File: src/rtl/alu8_reg.sv
// Registered ALU: ripple-carry add/sub, bitwise logic units and an 8:1 result mux.
// Define ALU_FLAGS_EN to add the registered zero and signed-overflow flag outputs.

module alu8_fa (
    input  logic a,
    input  logic b,
    input  logic ci,
    output logic s,
    output logic co
);
    assign s  = a ^ b ^ ci;
    assign co = (a & b) | (ci & (a ^ b));
endmodule

module alu8_ripple #(
    parameter int WIDTH = 8
) (
    input  logic [WIDTH-1:0] a,
    input  logic [WIDTH-1:0] b,
    input  logic             ci,
    output logic [WIDTH-1:0] sum,
    output logic             co
);
    logic [WIDTH:0] c;

    assign c[0] = ci;

    for (genvar i = 0; i < WIDTH; i++) begin : g_bit
        alu8_fa u_fa (
            .a  (a[i]),
            .b  (b[i]),
            .ci (c[i]),
            .s  (sum[i]),
            .co (c[i+1])
        );
    end

    assign co = c[WIDTH];
endmodule

module alu8_logic #(
    parameter int WIDTH = 8
) (
    input  logic [WIDTH-1:0] a,
    input  logic [WIDTH-1:0] b,
    output logic [WIDTH-1:0] and_r,
    output logic [WIDTH-1:0] or_r,
    output logic [WIDTH-1:0] xor_r,
    output logic [WIDTH-1:0] not_r
);
    assign and_r = a & b;
    assign or_r  = a | b;
    assign xor_r = a ^ b;
    assign not_r = ~a;
endmodule

module alu8_mux8 #(
    parameter int WIDTH = 8
) (
    input  logic [2:0]       sel,
    input  logic [WIDTH-1:0] d0,
    input  logic [WIDTH-1:0] d1,
    input  logic [WIDTH-1:0] d2,
    input  logic [WIDTH-1:0] d3,
    input  logic [WIDTH-1:0] d4,
    input  logic [WIDTH-1:0] d5,
    input  logic [WIDTH-1:0] d6,
    input  logic [WIDTH-1:0] d7,
    output logic [WIDTH-1:0] y
);
    always_comb begin
        y = '0;
        case (sel)
            3'd0:    y = d0;
            3'd1:    y = d1;
            3'd2:    y = d2;
            3'd3:    y = d3;
            3'd4:    y = d4;
            3'd5:    y = d5;
            3'd6:    y = d6;
            default: y = d7;
        endcase
    end
endmodule

module alu8_reg #(
    parameter int WIDTH = 8
) (
    input  logic             clk,
    input  logic             rst_n,
    input  logic             in_valid,
    input  logic [WIDTH-1:0] a,
    input  logic [WIDTH-1:0] b,
    input  logic [2:0]       sel,
    output logic             out_valid,
    output logic [WIDTH-1:0] result,
    output logic             carry
`ifdef ALU_FLAGS_EN
    ,
    output logic             zero,
    output logic             ovf
`endif
);
    localparam logic [2:0] OP_ADD = 3'b000;
    localparam logic [2:0] OP_SUB = 3'b001;

    // Valid-only handshake: a transaction is accepted on every rising edge where
    // in_valid=1; there is no ready, so the source may issue every cycle and
    // out_valid marks the cycle after acceptance as carrying its result.

    logic             is_sub;
    logic [WIDTH-1:0] b_eff;
    logic [WIDTH-1:0] sum;
    logic             co;
    logic [WIDTH-1:0] and_r;
    logic [WIDTH-1:0] or_r;
    logic [WIDTH-1:0] xor_r;
    logic [WIDTH-1:0] not_r;
    logic [WIDTH-1:0] mux_out;
    logic             carry_next;

    // SUB is a + ~b + 1, so the adder carry-out is the inverse of the borrow.
    assign is_sub = (sel == OP_SUB);
    assign b_eff  = is_sub ? ~b : b;

    alu8_ripple #(.WIDTH(WIDTH)) u_adder (
        .a   (a),
        .b   (b_eff),
        .ci  (is_sub),
        .sum (sum),
        .co  (co)
    );

    alu8_logic #(.WIDTH(WIDTH)) u_logic (
        .a     (a),
        .b     (b),
        .and_r (and_r),
        .or_r  (or_r),
        .xor_r (xor_r),
        .not_r (not_r)
    );

    alu8_mux8 #(.WIDTH(WIDTH)) u_mux (
        .sel (sel),
        .d0  (sum),
        .d1  (sum),
        .d2  (and_r),
        .d3  (or_r),
        .d4  (xor_r),
        .d5  (not_r),
        .d6  ({WIDTH{1'b0}}),
        .d7  ({WIDTH{1'b0}}),
        .y   (mux_out)
    );

    always_comb begin
        carry_next = 1'b0;
        case (sel)
            OP_ADD:  carry_next = co;
            OP_SUB:  carry_next = ~co;
            default: carry_next = 1'b0;
        endcase
    end

`ifdef ALU_FLAGS_EN
    logic zero_next;
    logic ovf_next;

    // With b already inverted for SUB, both cases reduce to the ADD overflow rule.
    assign zero_next = (mux_out == '0);
    assign ovf_next  = ((sel == OP_ADD) || (sel == OP_SUB))
                       && (a[WIDTH-1] == b_eff[WIDTH-1])
                       && (sum[WIDTH-1] != a[WIDTH-1]);

    always_ff @(posedge clk) begin
        if (!rst_n) begin
            zero <= 1'b0;
            ovf  <= 1'b0;
        end else if (in_valid) begin
            zero <= zero_next;
            ovf  <= ovf_next;
        end
    end
`endif

    always_ff @(posedge clk) begin
        if (!rst_n) begin
            out_valid <= 1'b0;
            result    <= '0;
            carry     <= 1'b0;
        end else begin
            out_valid <= in_valid;
            if (in_valid) begin
                result <= mux_out;
                carry  <= carry_next;
            end
        end
    end
endmodule

File: config.mk
export PLATFORM = sky130hd
export DESIGN_NAME = alu8_reg
export DESIGN_NICKNAME = d
export VERILOG_FILES = /design/src/rtl/alu8_reg.sv
export SDC_FILE = /design/constraint.sdc
export NUM_CORES = 1
export LEC_CHECK = 0
export BUFFER_PORTS_ARGS = -buffer_cell sky130_fd_sc_hd__buf_2
export CORE_UTILIZATION = 45
export DETAILED_ROUTE_END_ITERATION = 10
export GPL_TIMING_DRIVEN = 0
export PLACE_DENSITY = 0.78
export SLEW_MARGIN = 30
export SYNTH_ARGS = -nofsm -noshare
export SYNTH_HDL_FRONTEND = slang
export SYNTH_SLANG_ARGS = --single-unit
File: constraint.sdc
create_clock -name clk -period 11.5 [get_ports clk]
set_input_delay 0.575 -clock clk [delete_from_list [all_inputs] [get_ports clk]]
set_output_delay 0.575 -clock clk [all_outputs]
set_load 0.1 [all_outputs]
# [Word-level counts from Yosys, hierarchy flattened]
# Cells that the tools add are included.
[totals] ff_bits=10 input_bits=22 out_inout_bits=10 word_cells=59
[op_classes] n_eq_ne=5 n_mux=3 bitwise_logic=46 n_reduce_logical=2
[op_table] cell="one-hot mux 8 bit (5 select lines)" n=1
[op_table] cell="bitwise AND 1 bit" n=16
[op_table] cell="inverter 8 bit" n=2
[op_table] cell="bitwise XOR 1 bit" n=16
[op_table] cell="bitwise AND 8 bit" n=1
[op_table] cell="2-to-1 mux 8 bit" n=1
[op_table] cell="bitwise OR 1 bit" n=8
[op_table] cell="bitwise OR 8 bit" n=1
[op_table] cell="bitwise XOR 8 bit" n=1
[op_table] cell="equality test 3 x 2 -> 1 bit (second input constant)" n=2
[op_table] cell="equality test 3 bit (second input constant)" n=2
[op_table] cell="equality test 3 x 1 -> 1 bit (second input constant)" n=1
[op_table] cell="logical NOT 3 bit" n=1
[op_table] cell="one-hot mux 1 bit (2 select lines)" n=1
[op_table] cell="OR reduction 2 bit" n=1
[op_table] cell="inverter 1 bit" n=1

# [Longest topological paths before layout]
# Gate-level depths: netlist (run 1).
[logic_depth] ltp_word=21 mapped_depth=15 ltp_nobuf=14

# [Hierarchy]
# From an unflattened synthesis (run 1), not the netlist that was laid out.
[hier_totals] cells_unflattened=170 area_unflattened_um2=1473.9
[modules_own_cells] mod="alu8_mux8" instances=1 cells_per_inst=79 area_per_inst_um2=549.3 seq_area_each_um2=0.0
[modules_own_cells] mod="alu8_reg" instances=1 cells_per_inst=43 area_per_inst_um2=474.2 seq_area_each_um2=200.2
[modules_own_cells] mod="alu8_logic" instances=1 cells_per_inst=40 area_per_inst_um2=290.3 seq_area_each_um2=0.0
[modules_own_cells] mod="alu8_fa" instances=8 cells_per_inst=1 area_per_inst_um2=20.0 seq_area_each_um2=0.0

# [Least setup slack after synthesis (run 1)]
# No wires, ideal clock.
[synth_path] path_kind="input-to-reg" from="in sel[0]" to="reg result[7]" setup_ns=0.091 t_arrival_ns=4.320 required_time_ns=11.409 setup_slack_ns=7.089 cell_stages=15 path_buffers=2 path_cell_list="buf_4 > and2_1 > buf_2 > mux2_2 > fa_1 > fa_1 > fa_1 > fa_1 > fa_1 > inv_1 > fa_1 > fa_1 > nor3_1 > a221oi_1 > a311oi_1"
[synth_between] elab_chain_len=19 elab_cells_between_ends=39 cone_classes="eq/ne (5); mux (2); bitwise (30); reduce/logical (2)"
[synth_rtl] element="start, declared" line="94" text="input logic [2:0] sel,"
[synth_rtl] element="equality test 3 x 1 -> 1 bit" line="73, 123"
[synth_rtl] element="2-to-1 mux 8 bit" line="124" text="assign b_eff = is_sub ? ~b : b;"
[synth_rtl] element="bitwise XOR 1 bit" line="12" text="assign co = (a & b) | (ci & (a ^ b));"
[synth_rtl] element="bitwise AND 1 bit" line="12"
[synth_rtl] element="bitwise OR 1 bit" line="12"
[synth_rtl] element="bitwise AND 1 bit" line="12"
[synth_rtl] element="bitwise OR 1 bit" line="12"
[synth_rtl] element="bitwise AND 1 bit" line="12"
[synth_rtl] element="[3 not listed]"
[synth_rtl] element="bitwise AND 1 bit" line="12"
[synth_rtl] element="bitwise OR 1 bit" line="12"
[synth_rtl] element="bitwise AND 1 bit" line="12"
[synth_rtl] element="bitwise OR 1 bit" line="12"
[synth_rtl] element="bitwise AND 1 bit" line="12"
[synth_rtl] element="bitwise OR 1 bit" line="12"
[synth_rtl] element="bitwise XOR 1 bit" line="11" text="assign s = a ^ b ^ ci;"
[synth_rtl] element="one-hot mux 8 bit (5 select lines) (*)" line="73" text="case (sel)"
[synth_rtl] element="end signal, assigned" line="194" text="result <= mux_out;"
[synth_rtl] element="end, declared" line="96" text="output logic [WIDTH-1:0] result,"
# Mark *: on every way between the ends. The rest lies on a longest branch, timed or not.
# A chain may end at the register's enable or synchronous reset.

# [Worst setup path after layout (run 1)]
[layout_path] from="in sel[1]" to="reg result[7]"
# Same word-level chain as after synthesis.

==> flow_summary.ini, run 1 <==
[outcome]
status = finished, final reports clean

[critical_path]
rr_worst_depth = 2
startpoint = sel[1]
reg2reg_slack_ps = 10540
crit_required_ps = 11670
path_buf_inv = 3
crit_path_frequent_cell = fa_1
worstReg2RegEnd = result[4]
arrival_ps = 4850
cp_max_fo = 8
crit_path_start_kind = input port
crit_cells = 16
crit_type = input port to flop
critPathSlowestCell = fa_1
timing.rr.start = result[4]
critPathCapture = result[7]
cp_cell_sequence = buf_2 > nor2_2 > and2_1 > buf_2 > xnor2_1 > fa_1 > fa_1 > fa_1 > fa_1 > fa_1 > inv_1 > fa_1 > fa_1 > nor3_1 > a221oi_1 > a311oi_1
cpPeakStageDelay_ps = 430
crit_family = adder cells
end_kind = flop

[final_layout]
syn2layout_area_growth_pct = 18.3
drive_gt1_share_pct = 26.2
diodes = 0
layout.cells.non_filler = 198
finalNetCount = 215

[cts]
h-tree-depth = 1
ctsRootBufferMaster = clkbuf_4
cts_buffers = 3
cts_resized = 0
postCtsSetupRepairBufs = 0
clock-sinks = 10
path_clk_slew_ps = 60
cts_tree = built
clockBufferDepth = 2
ctsHoldBuffers = 0
clk_latency_ps = 260

[timing]
clock_skew_ps = 0
fin_crit_ps = 4680
maxSlewViolCount = 0
rsz0062_at_grt = no
fin_tns_setup_ps = 0
relSlewSlack_pct = 67.8
clock.fmax_mhz = 214
min_period_over_period_pct = 40.7
hold_viol = 0
setup_slack_ps = 6820
setup_violations = 0
worst_slew_pin_slew_ps = 483

[power]
ir_drop_v = 0.0000659
p_per_area_mw_per_mm2 = 87.1
finalPower_w = 0.000121
p_leak_nw = 0.656

[placed_design]
gp_congestion = 0.824
post-place-ws_ps = 6590
dp.cells = 195
hpwl_um = 2210
io_buffers = 31

[yosys]
synthDistinctLibCells = 31
avgSynthCellArea_um2 = 8.80
ys_seq_area_share_pct = 17.0
ys_ff_latch = 10
synth_edf_count = 0
ys_top_cells_by_count = inv_1 (18), ha_1 (16), nor2_1 (14)
synthArstFlopShare_pct = 0
synth_top_cell_by_area = dfxtp_1
synth_area_leaders = dfxtp_1 (17%), ha_1 (17%), fa_1 (12%)
syn_area_mm2 = 0.00118
syn_nets = 179
yosysWarnings = 0
ys.flop_type = dfxtp_1
synth_top_area_share_pct = 17.0
syn_inst = 134
synth_most_common_cell = inv_1

[routing]
dr.pass1.iters = 5
wire_per_inst_um = 14.8
drt_iter0_drc = 38
vias = 1119
drc = 0
via_per_inst = 5.65
drt_wl_total_um = 2920
drtAntennaViolNets = 0

[grt]
grtUsageTotal_pct = 23.5
grt_pass1_wl_um = 4840
grt_max_degree = 11
grt_pass1_vias = 1108
overflow = 0
antenna_found_initial = 0

[floorplan]
die_x_um = 53.2
core_region_area_mm2 = 0.00248
ios = 32
die_h_um = 53.2
std_cell_rows = 18
initial_core_util_pct = 47.6
design.die.area_mm2 = 0.00283

[flow_run]
cap_violations = 0

[worst_hold_path]
min_path_type = flop to flop
final cells by class:
class	instances	area [µm²]
fill	247	1080
multi-input combinational	98	867
sequential	10	200
timing repair buffer	31	155
inverter	19	71.3
buffer	7	40.0
tap	30	37.5
clock buffer	3	22.5
worst min-delay path, delay by kind of cell (launching register included):
family           cells  cell delay [ps]
AND/OR/NAND/NOR      1               50
AO/OA/AOI/OAI        1               70
flip-flops           1              310
flip-flops by register name, summed over array words and instances, names as in the netlist:
signal,flops
result,8
carry,1
out_valid,1
power by group:
part           switching [W]  internal (W)  total [W]
Sequential        0.00000137     0.0000368  0.0000382
Clock              0.0000124     0.0000121  0.0000245
Combinational      0.0000391     0.0000197  0.0000587
Total              0.0000529     0.0000686   0.000121
placed cells by master (no fill, tap or decap):
cell,instances
buf_2,33
inv_1,18
ha_1,16
nor2_1,14
nand2_1,10
dfxtp_1,10
xnor2_1,8
a311oi_1,8
a32oi_1,7
fa_1,7
a222oi_1,4
buf_4,3
and2_1,3
clkbuf_4,3
nor3b_1,2
nor3b_4,2
nand3_1,2
clkbuf_1,2
nor3_1,2
a221oi_1,2
nor2_2,1
mux2_2,1
o21ai_0,1
clkinv_1,1
nor2b_2,1
a21boi_0,1
a21oi_1,1
nand2b_1,1
nand3b_1,1
a21o_1,1
and4bb_1,1
a41oi_1,1
routing by layer:
metal,wire (µm),vias up,track usage (%)
li1,-,544,-
met1,1310,536,30.8
met2,1470,37,40.7
met3,127,2,2.87
met4,16,0,4.82
met5,0,-,0
worst min path at each step:
| stage | start | to | slack (ps) | cells after the start |
|---|---|---|---|---|
| 2_1_floorplan | rst_n | out_valid | 700 | 1 |
| 3_3_place_gp | carry | carry | 450 | 2 |
| 3_5_place_dp | carry | carry | 480 | 2 |
| 4_1_cts | carry | carry | 490 | 2 |
| 5_1_grt | carry | carry | 530 | 2 |
| 6_report | carry | carry | 480 | 2 |
cell families after synthesis:
family / share of synthesized area, %
xor+xnor: 5.95
flops: 17.0
mux: 0.955
fa+ha+maj: 28.9
simple gates: 18.9
compound gates: 18.9
buf+inv: 9.45
through the flow:
| stage | cell area, µm² | utilization [%] | hold WS (ps) |
|---|---|---|---|
| 2_1_floorplan | 1180 | - | 702 |
| 3_3_place_gp | 1370 | 55.4 | 455 |
| 3_5_place_dp | 1370 | 55.4 | 478 |
| 4_1_cts | 1390 | 56.3 | 486 |
| 5_1_grt | 1390 | 56.3 | 527 |
| 6_report | 1390 | 56.3 | 480 |
Power figures use the tool's default switching activity.
==> run 2: changes to the inputs <==
Settings changed: PLACE_DENSITY 0.78 to 0.81.
Clock period 11.5 ns to 4.3 ns, I/O delays scaled along.
==> run 2 against run 1 <==
  * Non-clock buffer count is the same
  * Sequential power grew to 2.7 times the previous value
  * First-iteration DRC count is the same
  * Total power grew to 2.7 times the previous value
  * Cell count is the same
  * Die area is the same
  * Setup slack lost 6600 ps
  * Utilization grew 0.71 points
  * Critical path type unchanged
  * Largest power group unchanged
  * Highest routed layer unchanged
==> flow_summary.ini, run 2 (synthesis results as in run 1) <==
[critical_path]
reg2reg_slack_ps = 3340
path_buf_inv = 4
cp_cell_sequence = buf_2 > buf_4 > and2_1 > buf_4 > mux2_2 > fa_1 > fa_2 > fa_1 > fa_1 > fa_1 > inv_1 > fa_1 > fa_1 > nor3_2 > a221oi_1 > a311oi_1
worstReg2RegEnd = result[4]
arrival_ps = 4300
crit_type = input port to flop
crit_required_ps = 4480
cpPeakStageDelay_ps = 430
critPathSlowestCell = fa_1
crit_path_frequent_cell = fa_1
rr_worst_depth = 2
timing.rr.start = result[4]
cp_max_fo = 10
crit_path_start_kind = input port
crit_family = adder cells
end_kind = flop

[worst_hold_path]
whs_endpoint = out_valid
min_path_type = input port to flop
hold_start = rst_n
hold_depth = 2

[routing]
drt_wl_total_um = 3060
drtAntennaViolNets = 0
via_per_inst = 5.71
vias = 1130
drc = 0
drt_iter0_drc = 38
dr.pass1.iters = 4
wire_per_inst_um = 15.5

[timing]
hold_viol = 0
min_period_over_period_pct = 95.9
clock.fmax_mhz = 243
setup_violations = 0
rsz0062_at_grt = no
clock_skew_ps = 0
worst_slew_pin_slew_ps = 517
maxSlewViolCount = 0
fin_crit_ps = 4120
hold-worst-slack_ps = 181
relSlewSlack_pct = 65.5

[power]
p_clk_share_pct = 20.8
ir_drop_v = 0.000173
p_switching_w = 0.000147
p_per_area_mw_per_mm2 = 236
p_leak_nw = 0.658
p_comb_share_pct = 48.4
p_int_w = 0.000185
sequentialPowerShare_pct = 30.8
switching_share_pct = 44.2

[outcome]
status = finished, final reports clean

[final_layout]
layout.cells.non_filler = 198
most-common-layout-cells = buf_2 (31), inv_1 (18), ha_1 (16)
largest_register_ffs = 8
largest-register = result
mostFrequentLayoutCell = buf_2
finalNetCount = 215
reg.largest.list = result (8), carry (1), out_valid (1)
syn2layout_area_growth_pct = 19.7
nFillCells = 238
drive_gt1_share_pct = 27.4
diodes = 0

[grt]
grt_max_degree = 11
overflow = 0
grt_pass1_wl_um = 4750
grtUsageTotal_pct = 24.0
antenna_found_initial = 0
grt_pass1_vias = 1098

[cts]
path_clk_slew_ps = 60
cts_tree = built
ctsRootBufferMaster = clkbuf_4
ctsHoldBuffers = 0
clock-sinks = 10
clockBufferDepth = 2
clk_latency_ps = 270
h-tree-depth = 1
cts_buffers = 3

[floorplan]
std_cell_rows = 18
die_x_um = 53.2
ios = 32
initial_core_util_pct = 47.6
core_region_area_mm2 = 0.00248
die_h_um = 53.2
design.die.area_mm2 = 0.00283

[placed_design]
io_buffers = 31
dp.cells = 195
gp_congestion = 0.809
hpwl_um = 2240

[flow_run]
cap_violations = 0
run 2: cell count changes in the layout (fill, tap and decap cells not counted), sizes merged:
cell,change
buf,-1
clkbuf,+1
run 2: worst reg2reg max path, stage by stage, from the launching register on:
cell and delay [ps]:
dfxtp_1 340, a222oi_1 360, a311oi_1 140
run 2: cell type report:
| cell class | count | area [µm²] | share of cell area (%) |
|---|---|---|---|
| clock buffers | 3 | 22.5 | 1.60 |
| multi-input cells | 98 | 880 | 62.3 |
| plain buffers | 7 | 42.5 | 3.01 |
| repair buffers | 31 | 158 | 11.2 |
| well taps | 30 | 37.5 | 2.66 |
| inverters | 19 | 71.3 | 5.05 |
| flip-flops and latches | 10 | 200 | 14.2 |
run 2: stage by stage:
step / total power [W] / TNS (ps) / instance area (µm²) / utilization [%] / worst slack (ps)
after floorplan: 0.000219 / 0 / 1180 / - / 249
after global placement: 0.000253 / -144 / 1370 / 55.4 / -144
after detailed placement: 0.000261 / -312 / 1370 / 55.4 / -255
after CTS: 0.000329 / 0 / 1390 / 56.3 / 13.1
after global routing: 0.000353 / 0 / 1410 / 57.0 / 28.5
final: 0.000332 / 0 / 1410 / 57.0 / 178
run 2: timing repair:
item / 4_1_cts / 5_1_grt
setup endpoints to repair: 0 / 1
resized for setup: 0 / 6
buffers inserted: 0 / 0
run 2: worst max-delay path by stage:
stage	start	endpoint	slack (ps)	cells past startpoint
floorplan	sel[0]	result[7]	250	15
global placement	sel[1]	result[7]	-140	16
detailed placement	sel[1]	result[7]	-260	16
CTS	sel[1]	result[7]	10	16
global route	sel[0]	result[7]	30	16
finish	sel[0]	result[7]	180	16
run 2: power groups by stage:
| stage | Combinational [W] | Sequential, W | Clock (W) |
|---|---|---|---|
| floorplan | 0.0000730 | 0.000146 | 0 |
| detailed placement | 0.000157 | 0.000104 | 0 |
| CTS | 0.000157 | 0.000102 | 0.0000690 |
| finish | 0.000161 | 0.000102 | 0.0000691 |
| global placement | 0.000149 | 0.000104 | 0 |
| global route | 0.000175 | 0.000103 | 0.0000748 |
run 2: metal layers:
| metal | track usage, % | part of all wire (%) | vias to the layer above |
|---|---|---|---|
| met2 | 41.1 | 49 | 44 |
| met5 | 0 | 0 | - |
| met4 | 11.4 | 1.3 | 0 |
| li1 | - | - | 543 |
| met3 | 3.16 | 6.2 | 8 |
| met1 | 29.2 | 43 | 535 |
==> run 3: changes to the inputs <==
Settings changed: CTS_BUF_LIST set to sky130_fd_sc_hd__clkbuf_4 sky130_fd_sc_hd__clkbuf_8 sky130_fd_sc_hd__clkbuf_16, PLACE_DENSITY 0.81 to 0.79, SKIP_CTS_REPAIR_TIMING set to 1, SYNTH_HIERARCHICAL set to 1.
==> run 3 against run 2 <==
  * Synthesized area increased by 25%
  * First-iteration DRC count up 18%
  * Critical path type unchanged
  * Total power up 30%
  * Highest routed layer unchanged
  * Die area is 24% higher
  * Fmax is 3.7% lower
  * Critical endpoint unchanged
  * Clock power is 29% higher
  * Clock skew is the same
  * Largest power group unchanged
  * Sequential share of layout area decreased by 3.4 points
==> flow_summary.ini, run 3 <==
[critical_path]
cpPeakStageDelay_ps = 460
arrival_ps = 4460
crit_required_ps = 4470
critPathSlowestCell = fa_2
cp_cell_sequence = buf_4 > nor3b_4 > buf_6 > xor2_2 > fa_2 > fa_2 > fa_2 > fa_2 > fa_2 > fa_2 > fa_2 > fa_2 > a221oi_2 > a21oi_1 > o22a_1 > mux2i_1 > nor2b_1
cp_max_fo = 7
crit_path_frequent_cell = fa_2
rr_worst_depth = 2
crit_path_start_kind = input port
crit_type = input port to flop
end_kind = flop

[final_layout]
layout.cells.non_filler = 267
mostFrequentLayoutCell = buf_2
most-common-layout-cells = buf_2 (31), inv_1 (25), ha_1 (16), conb_1 (16)
nFillCells = 309
largest_register_ffs = 8
largest-register = result
reg.largest.list = result (8), carry (1), out_valid (1)
syn2layout_area_growth_pct = 25.7
multi_input_area_mm2 = 0.00120
diodes = 0
finalNetCount = 270
drive_gt1_share_pct = 29.6
finalCoreUtilization_pct = 60.2
regArea_um2 = 200

[grt]
antenna_found_initial = 0
overflow = 0
grt_pass1_wl_um = 6010
grt_max_degree = 11
grt_pass1_vias = 1306
grtUsageTotal_pct = 23.2

[timing]
rsz0062_at_grt = yes
relSlewSlack_pct = 63.2
worst_slew_pin_slew_ps = 550
maxSlewViolCount = 0
setup_slack_ps = 18.9
clock.fmax_mhz = 234
min_period_over_period_pct = 99.6
setup_violations = 0
fin_crit_ps = 4280
clock_skew_ps = 0
hold_viol = 0

[cts]
clockBufferDepth = 2
cts_buffers = 3
ctsRootBufferMaster = clkbuf_4
clk_latency_ps = 280
h-tree-depth = 1
clock-sinks = 10
path_clk_slew_ps = 70
cts_tree = built

[yosys]
synthArstFlopShare_pct = 0
ys.flop_type = dfxtp_1
yosysWarnings = 6
ys_ff_latch = 10
synth_top_cell_by_area = dfxtp_1
synth_top_area_share_pct = 13.6
avgSynthCellArea_um2 = 8.67
syn_area_mm2 = 0.00147
ys_seq_area_share_pct = 13.6
syn_inst = 170
synth_edf_count = 0
synth_most_common_cell = inv_1
ys_top_cells_by_count = inv_1 (25), ha_1 (16), a221oi_1 (12)
synth_area_leaders = dfxtp_1 (14%), ha_1 (14%), fa_1 (11%)
synthDistinctLibCells = 36

[placed_design]
io_buffers = 30
gp_congestion = 0.819
post-place-ws_ps = -439
dp.cells = 259
hpwl_um = 2640

[floorplan]
die_h_um = 59.2
design.die.area_mm2 = 0.00351
initial_core_util_pct = 47.9
ios = 32
std_cell_rows = 20
core_region_area_mm2 = 0.00308
die_x_um = 59.2

[routing]
via_per_inst = 5.11
vias = 1365
drt_wl_total_um = 3600
dr.pass1.iters = 4
drtAntennaViolNets = 0
wire_per_inst_um = 13.5
drc = 0
drt_iter0_drc = 45

[outcome]
status = finished, final reports clean

[flow_run]
cap_violations = 0

[power]
finalPower_w = 0.000431
p_per_area_mw_per_mm2 = 233
ir_drop_v = 0.000173
p_leak_nw = 0.922

[worst_hold_path]
hold_depth = 2
min_path_type = input port to flop
[run 3: through the flow]
| step | hold WS, ps | TNS, ps | instance area (µm²) |
|---|---|---|---|
| floorplan | 341 | 0 | 1560 |
| global placement | 492 | -357 | 1770 |
| detailed placement | 503 | -541 | 1770 |
| CTS | 253 | -145 | 1800 |
| global route | 263 | -143 | 1850 |
| finish | 262 | 0 | 1850 |
[run 3: area by class of cell]
cell class / instances / area share, %
clock buffer: 4 / 1.96
multi-input combinational: 140 / 64.8
timing repair buffer: 34 / 9.99
inverter: 25 / 5.06
tap: 44 / 2.97
sequential: 10 / 10.8
buffer: 10 / 4.46
[run 3: where the power goes]
group	switching [W]	internal (W)	total, W
registers	0.00000359	0.000101	0.000104
clock network	0.0000371	0.0000516	0.0000888
logic	0.000151	0.0000870	0.000238
total	0.000192	0.000239	0.000431
[run 3: critical path, delay by kind of cell]
kind,cells,cell delay (ps)
AND/OR/NAND/NOR,2,210
adder cells (fa/ha/maj),8,2970
XOR/XNOR,1,150
multiplexers,1,130
AO/OA/AOI/OAI,3,520
buffers and inverters,2,270
[run 3: routing by layer]
metal	vias up	GRT usage (%)	wire length [µm]
li1	688	-	-
met1	624	31.3	1530
met2	46	37.6	1820
met3	7	3.28	187
met4	0	8.16	59
met5	-	0	0
[run 3: worst paths after layout]
path / start / end / slack, ps
worst max register to register: carry / carry / 3550
worst min register to register: result[0] / result[0] / 520
worst min-delay path: in_valid / out_valid / 260
worst max-delay path: sel[0] / result[7] / 20
[run 3: kinds of logic after synthesis]
family / synth area share [%]
AOI/OAI and AO/OA: 22.2
muxes: 8.32
xor gates and xnor gates: 5.35
adders and majority gates: 24.4
other: 0.254
and+or+nand+nor: 13.8
DFF: 13.6
buffers and inverters: 12.0
